**src/rtl/snake_move_scheduler_if.sv**
```systemverilog
// Key-input and status bundle of snake_move_scheduler.
// The slave side is the scheduler; the master side is the game logic driving keys.
interface snake_move_scheduler_if;
  logic       key_valid_i;
  logic [7:0] key_code_i;
  logic       move_tick_o;
  logic [1:0] dir_o;
  logic [1:0] queue_level_o;
  logic [1:0] sched_state_o;

  modport slave (
    input  key_valid_i, key_code_i,
    output move_tick_o, dir_o, queue_level_o, sched_state_o
  );

  modport master (
    output key_valid_i, key_code_i,
    input  move_tick_o, dir_o, queue_level_o, sched_state_o
  );
endinterface

```
**src/rtl/snake_move_scheduler.sv**
```systemverilog
// Snake move scheduler: move-tick timer with speed-up, heading register and pending-direction storage.
// Define SNAKE_DIR_QUEUE_EN for a 2-entry direction FIFO; otherwise a single overwritable pending slot.
module snake_move_scheduler #(
  parameter int TICK_BASE = 2500000,
  parameter int TICK_MIN  = 625000,
  parameter int TICK_STEP = 125000
) (
  input  logic                   clk,
  input  logic                   rst_n,
  input  logic                   init_snake_i,
  input  logic                   run_i,
  input  logic                   died_i,
  input  logic                   speed_up_i,
  snake_move_scheduler_if.slave  bus
);

  typedef enum logic [1:0] {IDLE = 2'b00, RUN = 2'b01, HOLD = 2'b10} state_e;

  localparam logic [23:0] BASE  = 24'(TICK_BASE);
  localparam logic [23:0] MIN   = 24'(TICK_MIN);
  localparam logic [23:0] STEP  = 24'(TICK_STEP);
  localparam logic [24:0] FLOOR = 25'(TICK_MIN) + 25'(TICK_STEP);

  state_e      state_q, state_d;
  logic [23:0] cnt_q, cnt_d;
  logic [23:0] period_q, period_d;
  logic [1:0]  dir_q, dir_d;
  logic [1:0]  level_q, level_d;
  logic [1:0]  q0_q, q0_d;
  logic        tick_q, tick_d;
`ifdef SNAKE_DIR_QUEUE_EN
  logic [1:0]  q1_q, q1_d;
`endif

  logic        keyHit, due, pushOk;
  logic [1:0]  keyDir, levelPost, refDir;

  always_comb begin
    keyHit = bus.key_valid_i;
    keyDir = 2'b00;
    case (bus.key_code_i)
      8'h75:   keyDir = 2'b00;
      8'h72:   keyDir = 2'b01;
      8'h6B:   keyDir = 2'b10;
      8'h74:   keyDir = 2'b11;
      default: keyHit = 1'b0;
    endcase
  end

  always_comb begin
    state_d   = state_q;
    cnt_d     = cnt_q;
    period_d  = period_q;
    dir_d     = dir_q;
    level_d   = level_q;
    q0_d      = q0_q;
`ifdef SNAKE_DIR_QUEUE_EN
    q1_d      = q1_q;
`endif
    tick_d    = 1'b0;
    levelPost = level_q;
    refDir    = dir_q;
    pushOk    = 1'b0;
    due       = (cnt_q >= period_q - 24'd1);

    if (init_snake_i) begin
      state_d  = RUN;
      dir_d    = 2'b11;
      period_d = BASE;
      cnt_d    = '0;
      level_d  = '0;
    end else if (died_i && state_q != IDLE) begin
      state_d = IDLE;
      cnt_d   = '0;
      level_d = '0;
    end else begin
      unique case (state_q)
        IDLE: state_d = IDLE;
        HOLD: if (run_i) state_d = RUN;
        RUN: begin
          // A pause on the terminal count parks the counter so the tick fires right after resuming.
          if (!run_i) begin
            state_d = HOLD;
            if (!due) cnt_d = cnt_q + 24'd1;
          end else if (due) begin
            cnt_d  = '0;
            tick_d = 1'b1;
          end else begin
            cnt_d = cnt_q + 24'd1;
          end

          if (speed_up_i)
            period_d = ({1'b0, period_q} >= FLOOR) ? period_q - STEP : MIN;

          if (tick_d && level_q != 2'd0) begin
            dir_d     = q0_q;
            levelPost = level_q - 2'd1;
`ifdef SNAKE_DIR_QUEUE_EN
            q0_d      = q1_q;
`endif
          end

          // Keys are validated against the state left after this cycle's pop.
`ifdef SNAKE_DIR_QUEUE_EN
          refDir = (levelPost == 2'd2) ? q1_d : (levelPost == 2'd1) ? q0_d : dir_d;
          pushOk = keyHit && (levelPost != 2'd2) &&
                   (keyDir != refDir) && (keyDir != (refDir ^ 2'b01));
          if (pushOk) begin
            if (levelPost == 2'd0) q0_d = keyDir;
            else                   q1_d = keyDir;
          end
          level_d = levelPost + {1'b0, pushOk};
`else
          refDir = dir_d;
          pushOk = keyHit && (keyDir != refDir) && (keyDir != (refDir ^ 2'b01));
          if (pushOk) q0_d = keyDir;
          level_d = pushOk ? 2'd1 : levelPost;
`endif
        end
        default: state_d = IDLE;
      endcase
    end
  end

  always_ff @(posedge clk or negedge rst_n) begin
    if (!rst_n) begin
      state_q  <= IDLE;
      cnt_q    <= '0;
      period_q <= BASE;
      dir_q    <= 2'b11;
      level_q  <= '0;
      q0_q     <= '0;
`ifdef SNAKE_DIR_QUEUE_EN
      q1_q     <= '0;
`endif
      tick_q   <= 1'b0;
    end else begin
      state_q  <= state_d;
      cnt_q    <= cnt_d;
      period_q <= period_d;
      dir_q    <= dir_d;
      level_q  <= level_d;
      q0_q     <= q0_d;
`ifdef SNAKE_DIR_QUEUE_EN
      q1_q     <= q1_d;
`endif
      tick_q   <= tick_d;
    end
  end

  assign bus.move_tick_o   = tick_q;
  assign bus.dir_o         = dir_q;
  assign bus.queue_level_o = level_q;
  assign bus.sched_state_o = state_q;

endmodule

```
**src/flat_wrapper.sv**
```systemverilog
// flat-port wrapper written by rule: the top's interface ports become plain ports
module snake_move_scheduler_flat 
#(
  parameter int TICK_BASE = 2500000,
  parameter int TICK_MIN  = 625000,
  parameter int TICK_STEP = 125000
)
  (clk, rst_n, init_snake_i, run_i, died_i, speed_up_i, bus_key_valid_i, bus_key_code_i, bus_move_tick_o, bus_dir_o, bus_queue_level_o, bus_sched_state_o);
  snake_move_scheduler_if bus_i ();
  input  logic clk;
  input  logic rst_n;
  input  logic init_snake_i;
  input  logic run_i;
  input  logic died_i;
  input  logic speed_up_i;
  input wire logic [$bits(bus_i.key_valid_i)-1:0] bus_key_valid_i;
  input wire logic [$bits(bus_i.key_code_i)-1:0] bus_key_code_i;
  output wire logic [$bits(bus_i.move_tick_o)-1:0] bus_move_tick_o;
  output wire logic [$bits(bus_i.dir_o)-1:0] bus_dir_o;
  output wire logic [$bits(bus_i.queue_level_o)-1:0] bus_queue_level_o;
  output wire logic [$bits(bus_i.sched_state_o)-1:0] bus_sched_state_o;
  assign bus_i.key_valid_i = bus_key_valid_i;
  assign bus_i.key_code_i = bus_key_code_i;
  assign bus_move_tick_o = bus_i.move_tick_o;
  assign bus_dir_o = bus_i.dir_o;
  assign bus_queue_level_o = bus_i.queue_level_o;
  assign bus_sched_state_o = bus_i.sched_state_o;
  snake_move_scheduler #(.TICK_BASE(TICK_BASE), .TICK_MIN(TICK_MIN), .TICK_STEP(TICK_STEP)) u_core (.clk(clk), .rst_n(rst_n), .init_snake_i(init_snake_i), .run_i(run_i), .died_i(died_i), .speed_up_i(speed_up_i), .bus(bus_i));
endmodule
```
**config.mk**
```make
export PLATFORM = sky130hd
export DESIGN_NAME = snake_move_scheduler_flat
export DESIGN_NICKNAME = d
export VERILOG_FILES = /design/src/rtl/snake_move_scheduler_if.sv /design/src/rtl/snake_move_scheduler.sv /design/src/flat_wrapper.sv
export SDC_FILE = /design/constraint.sdc
export NUM_CORES = 1
export LEC_CHECK = 0
export ABC_AREA = 1
export ABC_CLOCK_PERIOD_IN_PS = 4300
export CAP_MARGIN = 20
export CORE_MARGIN = 1
export CORE_UTILIZATION = 31
export CTS_CLUSTER_DIAMETER = 40
export DETAILED_ROUTE_END_ITERATION = 10
export HOLD_SLACK_MARGIN = 0.08
export PLACE_DENSITY_LB_ADDON = 0.08
export SLEW_MARGIN = 10
export SYNTH_ARGS = -nofsm -noshare
export SYNTH_HDL_FRONTEND = slang
export SYNTH_SLANG_ARGS = --single-unit
```
**constraint.sdc**
```tcl
create_clock -name clk -period 4.3 [get_ports clk]
set_input_delay 1.075 -clock clk [delete_from_list [all_inputs] [get_ports clk]]
set_output_delay 1.075 -clock clk [all_outputs]
set_load 0.005 [all_outputs]
```
# Word-level counts from Yosys, hierarchy flattened
# Cells that the tools add are included.
totals:
  register_bits: 57
  inputBits: 15
  output_inout_bits: 7
  wordCells: 83
classes:
  n_addsub: 4
  magnitude_cmp: 2
  eq_ne: 12
  muxes: 38
  n_bitwise: 3
  reduce_logical: 17
ops:
  columns: ["op", "n"]
  rows:
  - ["2-to-1 mux 24 bit", 11]
  - ["equality test 8 x 7 -> 1 bit (second input constant)", 4]
  - ["2-to-1 mux 2 bit", 16]
  - ["adder 24 x 1 -> 24 bit (second input constant)", 1]
  - ["greater-or-equal comparator 24 x 20 -> 1 bit (second input constant)", 1]
  - ["greater-or-equal comparator 24 bit", 1]
  - ["subtractor 24 x 1 -> 24 bit (second input constant)", 1]
  - ["subtractor 24 x 17 -> 24 bit (second input constant)", 1]
  - ["2-to-1 mux 1 bit", 9]
  - ["inequality test 4 x 3 -> 1 bit (second input constant)", 2]
  - ["AND reduction 2 bit", 4]
  - ["nonzero test 2 bit", 4]
  - ["case mux 2 bit (3 select lines)", 1]
  - ["logical AND 1 bit", 4]
  - ["inequality test 2 bit", 2]
  - ["inequality test 4 bit (second input constant)", 1]
  - ["case mux 2 bit (2 select lines)", 1]
  - ["AND reduction 4 bit", 1]
  - ["nonzero test 4 bit", 1]
  - ["OR reduction 4 bit", 1]
  - ["inverter 1 bit", 3]
  - ["AND reduction 3 bit", 1]
  - ["nonzero test 3 bit", 1]
  - ["equality test 2 x 1 -> 1 bit (second input constant)", 1]
  - ["other kinds (3)", 3]

# Longest topological paths before layout
# Gate-level depths: netlist of the first run.
logic_depth:
  ltp_word: 19
  ltp_mapped: 28

# Worst setup path before layout of the first run
# No wires, ideal clock.
synth_path:
  kind: "reg2reg"
  from: "reg u_core.period_q[3]"
  to: "reg u_core.cnt_q[11]"
  setup_time_ns: 0.130
  t_arrival_ns: 3.169
  required_time_ns: 4.170
  setup_slack_ns: 1.001
  stages_incl_launch_ff: 28
  n_path_buf: 0
  period_less_slack_ns: 3.299
  cell_sequence: "dfrtp_1 > inv_1 > ha_1 > nand2_1 > nor2_1 > inv_1 > nor2_2 > inv_2 > nor4_2 > inv_1 > nor2_1 > nand2_1 > o21ai_1 > inv_1 > ha_1 > nand2_1 > nor2_2 > nand2_1 > nor2_1 > nand2_1 > nand3_4 > nand2_2 > nand2_4 > inv_4 > nor2_8 > inv_2 > o21ai_2 > a31oi_1"
synth_via:
  elab_chain_len: 7
  word_cells_on_any_way: 9
  cone_classes: "add/sub: 1; order compare: 1; eq/ne: 1; mux: 5; reduce/logical: 1"
synth_rtl:
  columns: ["element", "line", "rtl"]
  rows:
  - ["from (decl)", "snake_move_scheduler.sv:26", "logic [23:0] period_q, period_d;"]
  - ["from (signal assigned)", "snake_move_scheduler.sv:140", "period_q <= period_d;"]
  - ["subtractor 24 x 1 -> 24 bit (*)", "snake_move_scheduler.sv:64", "due = (cnt_q >= period_q - 24'd1);"]
  - ["greater-or-equal comparator 24 bit (*)", "snake_move_scheduler.sv:64", null]
  - ["2-to-1 mux 24 bit", "snake_move_scheduler.sv:85", "end else if (due) begin"]
  - ["2-to-1 mux 24 bit", "snake_move_scheduler.sv:82", "if (!run_i) begin"]
  - ["2-to-1 mux 24 bit", "snake_move_scheduler.sv:77", "unique case (state_q)"]
  - ["2-to-1 mux 24 bit", "snake_move_scheduler.sv:72", "end else if (died_i && state_q != IDLE) begin"]
  - ["2-to-1 mux 24 bit", "snake_move_scheduler.sv:66", "if (init_snake_i) begin"]
  - ["to (signal assigned)", "snake_move_scheduler.sv:139", "cnt_q <= cnt_d;"]
  - ["to (decl)", "snake_move_scheduler.sv:25", "logic [23:0] cnt_q, cnt_d;"]
# Every way passes the cells marked *; elsewhere a longest branch is shown, timed or not. The select of a mux whose other input is x is not followed.
# A chain may end at the register's enable or synchronous reset.

# Final worst setup path of the first run
# Same ends and word-level chain as after synthesis.

==> flow_summary_export.csv, run 1 <==
group,metric,value,unit
clocking,cts_tree,"done",
floorplan,rows,42,
clocking,cts_made_buffers,5,
final_layout,num_antenna_cells,0,
drt,wirelength,10950,microns
setup_path,reg2reg_depth,27,
yosys,avgSynthCellArea,7.216,sq um
min_path,min_path_type,"register to register",
yosys,yosys.area.top_type,"dfrtp_1",
final_layout,fill_cells,1428,
sta,hold_violations,0,
clocking,path_clk_slew,0.08,ns
yosys,yosysWarnings,0,
yosys,post_synth_fa_ha_maj_area_fraction,7.654,%
flow_run,maxCapViolCount,0,
yosys,synthArstFlopShare,100.0,%
global_routing,grtUsageMet3,2.634,%
clocking,cts_root_buf,"clkbuf_16",
yosys,synth_simple_gate_area_share,30.70,%
pwr,p_per_area,271.1,nW/um^2
pwr,ir_drop,0.2440,mV
setup_path,critPathKind,"register to register",
sta,timing.fmax,0.2646,GHz
drt,drtIter0Drc,154,
yosys,ys_ff_latch,54,
sta,skew,0.008434,ns
setup_path,r2r-start,"u_core.period_q[3]",
setup_path,crit_path_max_fanout,9,
drt,avgViaCountPerCell,4.738,
setup_path,rrSetupSlack,0.52,ns
drt,drt_first_pass_iters,4,
floorplan,die_area,14180,sq um
min_path,hold-path-cell-count,2,
sta,slew_headroom,60.86,%
floorplan,start_util,31.97,%
floorplan,fp.dieW,119.1,microns
sta,fin_ws,0.5214,ns
min_path,hold_end,"u_core.q0_q[0]",
sta,report.final.setup_viol,0,
min_path,hp-start,"u_core.q0_q[0]",
yosys,muxShareOfSynthArea,0,%
final_layout,drive_above_1_share,10.91,%
yosys,synth_top_family_by_area,"simple AND/OR/NAND/NOR gates",
yosys,synth_ff_type,"dfrtp_1",
drt,drc,0,
yosys,synth.most_common_cell,"nand2_1",
yosys,synth_fp_nets,630,
sta,worstMarginPinSlew,0.5850,ns
setup_path,worstSetupEndpointType,"register",
drt,vias,3743,
setup_path,cp_data_required_time,4.49,ns
yosys,synth_area,4250,sq um
yosys,synth-compound-area-share,12.25,%
floorplan,die_y,119.1,microns
yosys,ys_seq_area_share,32.09,%
drt,ant_nets,0,
floorplan,core_area,13300,sq um
global_routing,grtUsageMet1,22.63,%
clocking,h-tree-depth,2,
sta,fin_hold_ws,0.5037,ns
yosys,synth-edff-count,0,
placed_design,place_hpwl,8752,microns
final_layout,syn_to_final_growth,12.98,%
yosys,synthXorXnorAreaFrac,6.388,%
global_routing,grt_pass1_vias,3654,
global_routing,grt_first_pass_wirelength,18290,microns
global_routing,track_usage,16.48,%
sta,setup_tns,0,ns
setup_path,r2r-end,"u_core.cnt_q[11]",
global_routing,top_usage_layer,"met2",
yosys,yosys-top-cells-count,"nand2_1 (128), inv_1 (103), nor2_1 (48)",
yosys,synth_cell_type_count,48,
global_routing,grt_max_degree,33,
sta,rsz0062_at_grt,"no",
drt,wl_per_cell,13.86,microns
clocking,clk_path_buf_depth,2,
setup_path,cp.arrival,3.97,ns
global_routing,gr-total-overflow,0,
pwr,p_leak,2.241,nW
clocking,clk_latency,0.30,ns
floorplan,num_io_pins,22,
run_status,run_status,"complete, no violations",
placed_design,gp_congestion,0.8177,
sta,slew_viol_final,0,
yosys,synthCells,589,
sta,min_period_over_period,87.88,%
yosys,ys_top_cells_by_area,"dfrtp_1 (26%), nand2_1 (11%), inv_1 (9.1%)",
global_routing,grt_util_met2,26.16,%
setup_path,critPathLaunchType,"register",
yosys,synth.top_cell.area_share,25.91,%
placed_design,place_ws,0.4190,ns
placed_design,io_buffer_count,21,
final_layout,nets,654,
global_routing,antenna_found_initial,0,
sta,period_needed,3.779,ns
clocking,cts_sinks,54,
[logic make-up after synthesis]
logic type               count (synthesis)
XOR/XNOR                                31
AO/OA/AOI/OAI                           92
buffers and inverters                  119
AND/OR/NAND/NOR                        267
adder cells (fa/ha/maj)                 26
flip-flops                              54
[final cells by class]
class                      instances  area [sq um]  share of cell area, %
tap                              176         220.2                  4.586
clock buffer                       5         125.1                  2.606
clock inverter                     3         21.27                 0.4429
multi-input combinational        416          2422                  50.44
sequential                        54          1364                  28.40
inverter                         113         429.2                  8.937
timing repair buffer              23         220.2                  4.586
[flip-flops by register name, summed over array words and instances (netlist names)]
name,flops
u_core.cnt_q,24
u_core.bus.queue_level_o,2
u_core.q0_q,2
u_core.period_q,21
u_core.bus.move_tick_o,1
u_core.bus.sched_state_o,2
u_core.bus.dir_o,2
[worst max path at each step]
stage                        from                to  cells past startpoint
2_1_floorplan  u_core.period_q[3]  u_core.cnt_q[11]                     27
3_3_place_gp   u_core.period_q[3]  u_core.cnt_q[11]                     26
3_5_place_dp   u_core.period_q[3]  u_core.cnt_q[11]                     26
4_1_cts        u_core.period_q[3]  u_core.cnt_q[11]                     26
5_1_grt        u_core.period_q[3]  u_core.cnt_q[16]                     26
6_report       u_core.period_q[3]  u_core.cnt_q[11]                     27
[through the flow]
stage          util (%)   power, W  instances  instance area, sq um
2_1_floorplan         -  0.0007908        589                  4250
3_3_place_gp      35.00  0.0008881        782                  4653
3_5_place_dp      35.00  0.0008910        782                  4653
4_1_cts           36.10   0.001324        790                  4800
5_1_grt           36.12   0.001383        790                  4802
6_report          36.12   0.001302        790                  4802
[power by group]
group          internal (W)  switching [W]
Combinational      0.000106       0.000191
Sequential         0.000543      0.0000390
Clock              0.000217       0.000206
[critical path: stages (launching register included)]
cell,delay (ns)
dfrtp_1,0.38
inv_1,0.14
ha_1,0.21
nand2_1,0.09
nor2_1,0.20
inv_1,0.08
nor2_2,0.14
inv_2,0.06
nor4_2,0.12
inv_1,0.08
nor2_1,0.19
nand2_1,0.10
o21ai_1,0.15
inv_1,0.06
ha_1,0.29
nand2_1,0.08
nor2_2,0.14
nand2_1,0.08
nor2_1,0.10
nand2_1,0.09
nand3_4,0.14
nand2_2,0.09
nand2_4,0.12
inv_4,0.09
nor2_8,0.19
inv_2,0.08
o21ai_2,0.08
a31oi_1,0.09
[layout by cell type, fill, tap and decap left out, drive strengths merged, types with 2 or more instances in the layout]
| cell | instances |
|---|---|
| xor2 | 29 |
| o21ai | 34 |
| nor4 | 7 |
| buf | 3 |
| nor3 | 16 |
| inv | 112 |
| nand2 | 134 |
| o22ai | 8 |
| ha | 26 |
| clkdlybuf4s50 | 20 |
| nand3 | 32 |
| a21oi | 34 |
| clkbuf | 5 |
| xnor2 | 2 |
| nand4 | 12 |
| dfstp | 10 |
| nor2 | 63 |
| clkinv | 3 |
| nor3b | 2 |
| dfrtp | 44 |
| a31oi | 6 |
| o31ai | 2 |
[timing repair]
| action | CTS | global route |
|---|---|---|
| buffers inserted | 0 | 0 |
| hold endpoints to repair | 0 | 0 |
| hold buffers | 0 | 0 |
| setup endpoints to repair | 0 | 1 |
| resized for setup | 0 | 2 |
[layer usage]
| layer | up-vias | part of all wire [%] |
|---|---|---|
| li1 | 1955 | - |
| met1 | 1725 | 51 |
| met2 | 46 | 44 |
| met3 | 17 | 2.9 |
| met4 | 0 | 2.0 |
| met5 | - | 0 |
No activity file was read; power rests on OpenSTA's default activity.
==> run 2: changes to the inputs <==
--- a/config.mk
+++ b/config.mk
@@ -8,11 +8,13 @@
 export ABC_AREA = 1
 export ABC_CLOCK_PERIOD_IN_PS = 4300
 export CAP_MARGIN = 20
+export CELL_PAD_IN_SITES_DETAIL_PLACEMENT = 0
+export CELL_PAD_IN_SITES_GLOBAL_PLACEMENT = 1
 export CORE_MARGIN = 1
 export CORE_UTILIZATION = 31
 export CTS_CLUSTER_DIAMETER = 40
 export DETAILED_ROUTE_END_ITERATION = 10
-export HOLD_SLACK_MARGIN = 0.08
+export HOLD_SLACK_MARGIN = 0.12
 export PLACE_DENSITY_LB_ADDON = 0.08
 export SLEW_MARGIN = 10
 export SYNTH_ARGS = -nofsm -noshare
==> run 2 against run 1 <==
Compared with the run above:
- setup slack lost 0.042 ns
- maximum frequency decreased by 1.1%
- clock skew down 0.0026 ns
- combinational power increased by 2%
- via count shrank 0.40%
- final cell count is the same
- highest routed layer unchanged
==> flow_summary_export.csv, run 2 (synthesis results as in run 1) <==
group,metric,value,unit
run_status,run_status,"complete, no violations",
sta,slew_viol_final,0,
setup_path,critPathKind,"register to register",
sta,worstMarginPinSlew,0.6596,ns
clocking,clk_path_buf_depth,2,
drt,drt_first_pass_iters,4,
drt,vias,3728,
drt,wl_per_cell,14.45,microns
sta,period_needed,3.821,ns
clocking,cts_resized,0,
final_layout,regMostFlops,"u_core.cnt_q",
drt,drc,0,
clocking,cts_setup_buffers,0,
placed_design,gp_congestion,0.8068,
placed_design,place_hpwl,9122,microns
clocking,cts_root_buf,"clkbuf_16",
pwr,ir_drop,0.1332,mV
sta,rsz0062_at_grt,"no",
final_layout,reg_top3,"u_core.cnt_q x24, u_core.period_q x21",
setup_path,crit_path_max_fanout,9,
clocking,cts_sinks,54,
global_routing,grt_pass1_vias,3692,
setup_path,cp_data_required_time,4.48,ns
global_routing,grt_first_pass_wirelength,18980,microns
final_layout,largest_reg_flops,24,
floorplan,die_area,14180,sq um
final_layout,nets,654,
final_layout,num_antenna_cells,0,
setup_path,worstSetupEndpointType,"register",
clocking,path_clk_slew,0.08,ns
clocking,cts_made_buffers,5,
drt,drtIter0Drc,102,
setup_path,critPathLaunchType,"register",
placed_design,place_inst,782,
global_routing,track_usage,17.28,%
floorplan,num_io_pins,22,
flow_run,maxCapViolCount,0,
sta,setup_tns,0,ns
final_layout,design_area,4822,sq um
floorplan,rows,42,
placed_design,placed_area,4653,sq um
final_layout,final_cell_mix,"nand2_1 (128), inv_1 (103), nor2_1 (48), dfrtp_1 (44), a21oi_1 (33)",
pwr,p_leak,2.249,nW
final_layout,layoutNonFillerInstCount,790,
drt,wirelength,11410,microns
final_layout,layout_commonest_cell,"nand2_1",
final_layout,syn_to_final_growth,13.45,%
floorplan,start_util,31.97,%
sta,skew,0.005873,ns
floorplan,core_area,13300,sq um
final_layout,drive_above_1_share,10.75,%
pwr,total_power,0.001360,W
global_routing,grt_max_degree,31,
floorplan,fp.dieW,119.1,microns
drt,ant_nets,0,
floorplan,die_y,119.1,microns
sta,slew_headroom,56.03,%
sta,min_period_over_period,88.86,%
min_path,min_path_type,"register to register",
drt,avgViaCountPerCell,4.719,
setup_path,cp.arrival,4.00,ns
clocking,cts_tree,"done",
global_routing,antenna_found_initial,0,
clocking,h-tree-depth,2,
sta,report.final.setup_viol,0,
sta,timing.fmax,0.2617,GHz
sta,hold_violations,0,
clocking,clk_latency,0.30,ns
clocking,ctsHoldBuffers,0,
placed_design,io_buffer_count,21,
global_routing,gr-total-overflow,0,
pwr,p_per_area,282.0,nW/um^2
-- run 2: cell types whose count changed in the layout (fill, tap and decap cells not counted), sizes merged --
| cell | delta |
|---|---|
| clkbuf | +1 |
| bufinv | +1 |
| clkinv | -2 |
-- run 2: per-layer routing --
layer | up-vias | track usage (%) | share of wire, %
li1 | 1955 | - | -
met1 | 1707 | 23.94 | 50
met2 | 53 | 27.40 | 45
met3 | 13 | 2.730 | 3.8
met4 | 0 | 5.459 | 1.7
met5 | - | 0 | 0
-- run 2: worst max-delay path, cell delays in order, from the launching register on --
cell and delay (ns):
dfrtp_1 0.39, inv_1 0.14, ha_1 0.21, nand2_1 0.09
nor2_1 0.20, inv_1 0.08, nor2_2 0.13, inv_2 0.06
nor4_2 0.12, inv_1 0.08, nor2_1 0.19, nand2_1 0.10
o21ai_1 0.16, inv_1 0.06, ha_1 0.29, nand2_1 0.08
nor2_2 0.14, nand2_1 0.08, nor2_1 0.10, nand2_1 0.09
nand3_4 0.14, nand2_2 0.09, nand2_4 0.13, inv_4 0.09
nor2_8 0.19, inv_2 0.08, o21ai_2 0.08, a31oi_1 0.10
-- run 2: path summary, 6_finish.rpt --
check                      slack, ns               start             endpoint  cells past startpoint
max in group asynchronous       2.63               rst_n  u_core.period_q[13]                      2
max reg2reg                     0.48  u_core.period_q[3]     u_core.cnt_q[11]                     27
min reg2reg                     0.49      u_core.q0_q[0]       u_core.q0_q[0]                      2
min in group asynchronous       0.79               rst_n      u_core.cnt_q[2]                      1
min                             0.49      u_core.q0_q[0]       u_core.q0_q[0]                      2
max                             0.48  u_core.period_q[3]     u_core.cnt_q[11]                     27
-- run 2: through the flow --
step,hold WS (ns),util [%],setup slack (ns)
6_report,0.4935,36.27,0.4792
4_1_cts,0.5038,36.25,0.3392
2_1_floorplan,0.4525,-,1.001
3_3_place_gp,0.4799,35.00,0.5176
3_5_place_dp,0.4782,35.00,0.3610
5_1_grt,0.5311,36.27,0.01547
-- run 2: report_power, final --
group / switching [W] / leakage (nW) / internal (W)
registers: 0.0000379 / 0.705 / 0.000543
logic: 0.000196 / 1.47 / 0.000106
clock network: 0.000202 / 0.0771 / 0.000276
-- run 2: final cells by class --
cell class,instances,area (sq um)
well taps,176,220.2
clock inverters,2,37.54
clock buffers,6,128.9
fillers,1459,8473
repair buffers,23,220.2
flip-flops and latches,54,1364
inverters,113,429.2
multi-input cells,416,2422
